File: src/rtl/riscv_pkg.sv
// Shared RV32I constants for the load formatter, ALU control and main control.
package riscv_pkg;

  localparam int XLEN = 32;

  localparam logic [2:0] F3_LB  = 3'b000;
  localparam logic [2:0] F3_LH  = 3'b001;
  localparam logic [2:0] F3_LW  = 3'b010;
  localparam logic [2:0] F3_LBU = 3'b100;
  localparam logic [2:0] F3_LHU = 3'b101;

endpackage

File: src/rtl/load_lane_select.sv
// Picks the addressed byte and halfword out of a little-endian memory word.
module load_lane_select (
  input  logic [31:0] RawMem,
  input  logic [1:0]  ByteOff,
  output logic [7:0]  lane_byte,
  output logic [15:0] lane_half
);

  always_comb begin
    lane_byte = RawMem[7:0];
    case (ByteOff)
      2'd0: lane_byte = RawMem[7:0];
      2'd1: lane_byte = RawMem[15:8];
      2'd2: lane_byte = RawMem[23:16];
      2'd3: lane_byte = RawMem[31:24];
      default: lane_byte = RawMem[7:0];
    endcase
  end

  // Halfword lane uses only the upper offset bit; an odd offset is flagged upstream.
  assign lane_half = ByteOff[1] ? RawMem[31:16] : RawMem[15:0];

endmodule

File: src/rtl/mem_sign_extender.sv
// Load-data formatter: lane select, zero/sign extension and alignment/encoding flags.
module mem_sign_extender
  import riscv_pkg::*;
#(
  parameter int XLEN    = riscv_pkg::XLEN,
  parameter bit REG_OUT = 1'b1
) (
  input  logic            clk,
  input  logic            reset,
  input  logic [XLEN-1:0] RawMem,
  input  logic [1:0]      ByteOff,
  input  logic [2:0]      funct3,
  input  logic            MemRdSignExtend,
  output logic [XLEN-1:0] ExtendedMem,
  output logic            Misaligned,
  output logic            IllegalF3
);

  logic [7:0]      lane_byte;
  logic [15:0]     lane_half;
  logic [XLEN-1:0] ext_d;
  logic            mis_d;
  logic            ill_d;

  load_lane_select u_lane_select (
    .RawMem    (RawMem),
    .ByteOff   (ByteOff),
    .lane_byte (lane_byte),
    .lane_half (lane_half)
  );

  always_comb begin
    ext_d = RawMem;
    mis_d = 1'b0;
    ill_d = 1'b0;
    if (MemRdSignExtend) begin
      case (funct3)
        F3_LB:  ext_d = {{24{lane_byte[7]}}, lane_byte};
        F3_LBU: ext_d = {24'b0, lane_byte};
        F3_LH: begin
          ext_d = {{16{lane_half[15]}}, lane_half};
          mis_d = ByteOff[0];
        end
        F3_LHU: begin
          ext_d = {16'b0, lane_half};
          mis_d = ByteOff[0];
        end
        F3_LW:  mis_d = |ByteOff;
        3'b011, 3'b110, 3'b111: ill_d = 1'b1;
        default: ill_d = 1'b1;
      endcase
    end
  end

  generate
    if (REG_OUT) begin : g_reg
      always_ff @(posedge clk) begin
        if (reset) begin
          ExtendedMem <= '0;
          Misaligned  <= 1'b0;
          IllegalF3   <= 1'b0;
        end else begin
          ExtendedMem <= ext_d;
          Misaligned  <= mis_d;
          IllegalF3   <= ill_d;
        end
      end
    end else begin : g_comb
      assign ExtendedMem = ext_d;
      assign Misaligned  = mis_d;
      assign IllegalF3   = ill_d;
    end
  endgenerate

endmodule

File: config.mk
export PLATFORM = sky130hd
export DESIGN_NAME = mem_sign_extender
export DESIGN_NICKNAME = d
export VERILOG_FILES = /design/src/rtl/riscv_pkg.sv /design/src/rtl/load_lane_select.sv /design/src/rtl/mem_sign_extender.sv
export SDC_FILE = /design/constraint.sdc
export NUM_CORES = 1
export LEC_CHECK = 0
export BUFFER_PORTS_ARGS = -buffer_cell sky130_fd_sc_hd__clkbuf_2
export CAP_MARGIN = 20
export CORE_MARGIN = 2
export CORE_UTILIZATION = 37
export DETAILED_ROUTE_END_ITERATION = 10
export PLACE_DENSITY = 0.75
export SYNTH_ARGS = -nofsm -noshare
export SYNTH_HDL_FRONTEND = slang
export SYNTH_HIERARCHICAL = 1
export SYNTH_SLANG_ARGS = --single-unit
File: constraint.sdc
create_clock -name clk -period 3.59 [get_ports clk]
set_input_delay 0.5385 -clock clk [delete_from_list [all_inputs] [get_ports clk]]
set_output_delay 0.5385 -clock clk [all_outputs]
set_load 0.1 [all_outputs]
==> metrics.md, run 1 <==
| Metric | Value |
|---|---|
| Final setup fails | 0 |
| VDD IR max | 0.2144 mV |
| Worst EP required | 3.79 ns |
| Share of layout cells above drive strength 1 | 0.5108 |
| DPL Wire Length | 3.159 mm |
| Cells after Synth | 166 |
| Crit path max fanout | 25 |
| Drt drc | 0 |
| Routed WL per cell | 15.30 µm |
| Pre-CTS WS | 1.417 ns |
| TritonCTS Sinks | 34 |
| Critical path's slowest cell | clkbuf_2 |
| CTS Buffer Depth | 2 |
| IO buf count | 73 |
| Worst Hold Margin | 0.5030 ns |
| P&R area growth vs syn | 24.96% |
| Crit-path cells | clkbuf_2 > mux4_2 > nand2b_4 > a211o_4 > a21oi_1 |
| Worst-margin pin slew | 0.9717 ns |
| ANT cells | 0 |
| Most Crowded Layer GR | met2 |
| Largest cells by area after synthesis | dfxtp_1, mux2_2, mux4_2 |
| Number of synthesized flops with an enable pin | 0 |
| First-pass GRT wire length | 7.017 mm |
| Overall die height | 72.07 µm |
| CP Capture Type | flip-flop |
| Placed cell count | 275 |
| #FFs+latches synth | 34 |
| Yosys warnings | 6 |
| Fmax | 534.3 MHz |
| Hold_sp | RawMem[20] |
| Relative slew slack | 0.3493 |
| Aggregate global routing overflow | 0 |
| Cts repair resizes | 0 |
| Final WL | 4.330 mm |
| Max H-tree Level | 2 |
| Most frequently used cell type in the post-synthesis netlist | dfxtp_1 |
| Status | finished, final reports clean |
| Final cycle utilization of the critical path | 0.5214 |
| CTS root buf | clkbuf_8 |
| Number of buffers created by CTS | 5 |
| Leakage | 0.9821 nW |
| Crit Path Class | in2reg |
| Fin nets | 270 |
| Async set-reset flop share out of synthesis | 0 |
| Netlist Area Pre-Place | 0.001714 mm² |
| HP Class | in2reg |
| Initial drt markers | 59 |
| Post-route setup TNS | 0 ns |
| Worst path max stage delay | 0.48 ns |
| Non-Filler Instances | 283 |
| RSZ-0062 raised after global routing | false |
| Row Count | 24 |
| Die width | 72.07 µm |
| Leading cell types by count after synthesis | dfxtp_1, nand2_1, nor2_1 |
| Initial antenna violation count | 0 |
| Post-CTS Setup Repair Bufs | 0 |
| Total of max-cap violations | 0 |
| Global Route Usage Sum | 0.1787 |
| Minimum clock period | 1.872 ns |
| Syn nets | 206 |
| GR Layer Usage met2 | 0.2905 |
| Drt first pass iters | 4 |
| Core area | 0.004414 mm² |
| Synth area leader | dfxtp_1 |
| Register clock-pin slew on the reported worst setup and hold paths | 0.07 ns |
| Routed vias/inst | 5.413 |
| CTS tree | done |
| Antenna-violating nets left | 0 |
| CP Data Arrival Time | 2.07 ns |
| Worst setup SP type | input port |
| Post-synthesis sequential area ratio | 0.3971 |
| Met3 Use GR | 0.06250 |
| Slew Limit Fails | 0 |
| Io pins | 74 |
| Avg Inst Size Synth | 10.33 µm² |
| RePlAce Congestion | 0.7538 |
| Die area | 0.005193 mm² |
| Top_reg_cell synth | dfxtp_1 |
| Hold buffers post-CTS | 0 |
| Vias in the first global route | 1398 |
| CP Launch Point | ByteOff[1] |
| Fin worst setup slack | 1.718 ns |
| Top-area cell type share of the netlist area | 0.3971 |
| Final Hold Fails | 0 |
| Initial Utilization | 0.3883 |
| Distinct cells, synth | 23 |
| PD cells | 512.2 mW/mm² |
| Met1 Track Usage GR | 0.2171 |
| Largest net degree at the start of global routing | 34 |
| Via count | 1532 |
==> layout by cell type, fill, tap and decap left out, types with 6 or more instances in the layout <==
cell	instances
nand2_1	26
clkbuf_8	8
mux4_2	8
dfxtp_1	34
a21oi_1	6
a21oi_2	9
a211oi_1	15
mux2_2	16
nor2_1	18
mux2i_1	7
clkbuf_2	73
==> stage by stage <==
stage	power [mW]	cell area (µm²)	util
floorplan	0.7072	1714	-
global placement	0.7666	2032	0.4603
detailed placement	0.7709	2032	0.4603
CTS	1.109	2142	0.4853
global route	1.140	2142	0.4853
finish	1.097	2142	0.4853
==> critical path, delay by kind of cell <==
| kind | cells | cell delay [ns] |
|---|---|---|
| mux | 1 | 0.36 |
| compound gates | 2 | 0.62 |
| buf+inv | 1 | 0.48 |
| simple gates | 1 | 0.07 |
==> kinds of logic (layout without fill, tap and decap cells) <==
| group | count (synthesis) | after routing | synth area share |
|---|---|---|---|
| multiplexers | 31 | 31 | 0.2511 |
| flip-flops | 34 | 34 | 0.3971 |
| AND/OR/NAND/NOR | 49 | 49 | 0.1204 |
| AO/OA/AOI/OAI | 36 | 36 | 0.1642 |
| buffers and inverters | 16 | 81 | 0.06714 |
==> final timing paths <==
| kind | end | slack, ns | cells past startpoint |
|---|---|---|---|
| setup / recovery | ExtendedMem[16] | 1.72 | 5 |
| hold / removal | ExtendedMem[20] | 0.50 | 3 |
==> power breakdown <==
group	switching (mW)	leakage [nW]	internal (mW)
clock	0.142	0.0575	0.194
combinational	0.268	0.642	0.0831
sequential	0.00773	0.283	0.403
total	0.418	0.982	0.680
==> registers in the layout (all words and copies together), names as in the netlist <==
register     cells
ExtendedMem     32
IllegalF3        1
Misaligned       1
==> layout make-up <==
| type | count | area [µm²] |
|---|---|---|
| multi-input cells | 116 | 920.9 |
| clock buffers | 8 | 110.1 |
| fillers | 441 | 2272 |
| well taps | 52 | 65.06 |
| repair buffers | 73 | 365.4 |
| flip-flops and latches | 34 | 680.7 |
==> metal layers <==
layer	routed length, µm	part of all wire	vias to the layer above
li1	-	-	719
met1	1828	0.42	740
met2	2094	0.48	66
met3	342	0.079	7
met4	64	0.015	0
met5	0	0	-
Note: power is estimated with default switching activity, not from simulation.
==> run 2: changes to the inputs <==
clock period = 1.9 ns   (was 3.59 ns; I/O delays follow)
==> metrics.md, run 2 (same netlist as run 1, synthesis figures left out) <==
| Metric | Value |
|---|---|
| Initial Utilization | 0.3883 (unchanged) |
| Routed WL per cell | 15.77 µm (+3.1%) |
| Antenna-violating nets left | 0 (unchanged) |
| Number of buffers created by CTS | 5 (unchanged) |
| Core area | 0.004414 mm² (unchanged) |
| Fin nets | 278 (+3.0%) |
| CTS root buf | clkbuf_8 |
| VDD IR max | 0.3420 mV (+60%) |
| ANT cells | 0 (unchanged) |
| Global Route Usage Sum | 0.1844 (+0.005680) |
| Post-CTS Setup Repair Bufs | 0 (unchanged) |
| Max H-tree Level | 2 (unchanged) |
| CTS Buffer Depth | 2 (unchanged) |
| Drt first pass iters | 4 (unchanged) |
| Share of layout cells above drive strength 1 | 0.5252 (+0.01439) |
| CP Data Arrival Time | 1.08 ns (-0.99 ns) |
| Register clock-pin slew on the reported worst setup and hold paths | 0.07 ns (about the same) |
| Initial antenna violation count | 0 (unchanged) |
| CP Capture Type | primary output |
| Aggregate global routing overflow | 0 (unchanged) |
| Fraction of power consumed by the clock network | 0.260 (-0.046) |
| Power Total | 1.963 mW (+79%) |
| Row Count | 24 (unchanged) |
| Placed cell count | 283 (+2.9%) |
| Total of max-cap violations | 0 (unchanged) |
| Io pins | 74 (unchanged) |
| Most common cell after layout, fill and taps aside | clkbuf_2 |
| Fin area | 0.002171 mm² (+1.3%) |
| First-pass GRT wire length | 7.162 mm (+2.1%) |
| Status | finished, final reports clean |
| Die area | 0.005193 mm² (unchanged) |
| Initial drt markers | 83 (+41%) |
| Final cycle utilization of the critical path | 0.7196 |
| Worst setup SP type | flip-flop |
| Crit path max fanout | 1 (-96%) |
| PD cells | 904.4 mW/mm² (+77%) |
| Top flop regs | ExtendedMem: 32 flops, IllegalF3: 1 flops, Misaligned: 1 flops |
| Post-route setup TNS | 0 ns (unchanged) |
| Worst Hold Margin | 0.2438 ns (-0.2592 ns) |
| Cts repair resizes | 0 (unchanged) |
| TritonCTS Sinks | 34 (unchanged) |
| RePlAce Congestion | 0.8007 (+6.2%) |
| Crit-path cells | clkbuf_2 |
| Hold_sp | RawMem[20] |
| Routed vias/inst | 5.093 (-5.9%) |
| Worst EP required | 1.62 ns (-2.17 ns) |
| P&R area growth vs syn | 26.64% |
| Power share of the combinational group | 0.345 (+0.025) |
| Leakage | 1.007 nW (+2.5%) |
| CP bufs+invs | 1 (unchanged) |
| Worst path max stage delay | 0.46 ns (-0.02 ns) |
| RSZ-0062 raised after global routing | false |
| Hold buffers post-CTS | 0 (unchanged) |
| Final WL | 4.573 mm (+5.6%) |
| Fmax | 731.4 MHz |
| DPL Wire Length | 3.370 mm (+6.7%) |
| Max FFs per register | 32 (unchanged) |
| Commonest cells after routing, fill and taps aside | clkbuf_2, dfxtp_1, nand2_1 |
| NetSw | 0.7893 mW (+89%) |
| Non-Filler Instances | 290 (+2.5%) |
| Worst hold path depth | 3 (unchanged) |
| Share of power burned in registers | 0.395 (+0.021) |
| Reg with most FFs | ExtendedMem |
| HP Class | in2reg |
| Overall die height | 72.07 µm (unchanged) |
| Final setup fails | 0 (unchanged) |
| CTS tree | done |
| Crit Path Class | reg2out |
| Slew Limit Fails | 0 (unchanged) |
| Worst-margin pin slew | 0.5652 ns (-0.4065 ns) |
| Internal power | 1.174 mW (+73%) |
| Placed inst area | 0.002092 mm² (+3.0%) |
| Crit path max-delay family | buffers and inverters |
| Switch share | 0.4021 (+0.02148) |
| Largest net degree at the start of global routing | 22 (-35%) |
| IO buf count | 73 (unchanged) |
| Final Hold Fails | 0 (unchanged) |
| Via count | 1477 (-3.6%) |
| Die width | 72.07 µm (unchanged) |
| Vias in the first global route | 1426 (+2.0%) |
| Critical path's slowest cell | clkbuf_2 |
| Drt drc | 0 (unchanged) |
| Hold Path End | ExtendedMem[20] |
| Minimum clock period | 1.367 ns |
| Relative slew slack | 0.6248 (+0.2755) |
[run 2: cell count changes in the layout (fill, tap and decap cells not counted)]
cell,change
buf_4,+8
clkbuf_8,-3
clkinv_2,+2
[run 2: cell type report]
cell class | instances | area, µm²
multi-input cells | 116 | 920.9
clock buffers | 5 | 68.82
flip-flops and latches | 34 | 680.7
clock inverters | 2 | 10.01
well taps | 52 | 65.06
fillers | 440 | 2243
repair buffers | 81 | 425.4
[run 2: stage by stage]
| stage | utilization | setup slack, ns |
|---|---|---|
| finish | 0.4918 | 0.5328 |
| global route | 0.4918 | 0.5016 |
| CTS | 0.4918 | 0.5213 |
| detailed placement | 0.4739 | 0.2881 |
| global placement | 0.4739 | 0.3263 |
| floorplan | - | 0.3607 |
[run 2: power groups by stage]
stage | logic, mW | clock network (mW) | registers [mW]
3_3_place_gp | 0.671 | 0 | 0.793
4_1_cts | 0.680 | 0.520 | 0.776
3_5_place_dp | 0.678 | 0 | 0.792
2_1_floorplan | 0.195 | 0 | 1.14
6_report | 0.678 | 0.510 | 0.775
5_1_grt | 0.712 | 0.551 | 0.778
[run 2: how the worst max path moves through the flow]
stage / start / end / slack (ns) / cells past startpoint
after detailed placement: ByteOff[0] / ExtendedMem[12] / 0.29 / 5
final: ExtendedMem[18] / ExtendedMem[18] / 0.53 / 1
after global routing: ExtendedMem[13] / ExtendedMem[13] / 0.50 / 1
after CTS: ExtendedMem[26] / ExtendedMem[26] / 0.52 / 1
after global placement: ByteOff[0] / ExtendedMem[10] / 0.33 / 5
after floorplan: ByteOff[1] / ExtendedMem[22] / 0.36 / 7
[run 2: routing by layer]
layer  vias up  global-route usage  share of wire
met5         -                   0              0
met4         0             0.06709          0.013
met3         6             0.06250          0.079
met2        59              0.2956           0.48
met1       679              0.2304           0.43
li1        733                   -              -
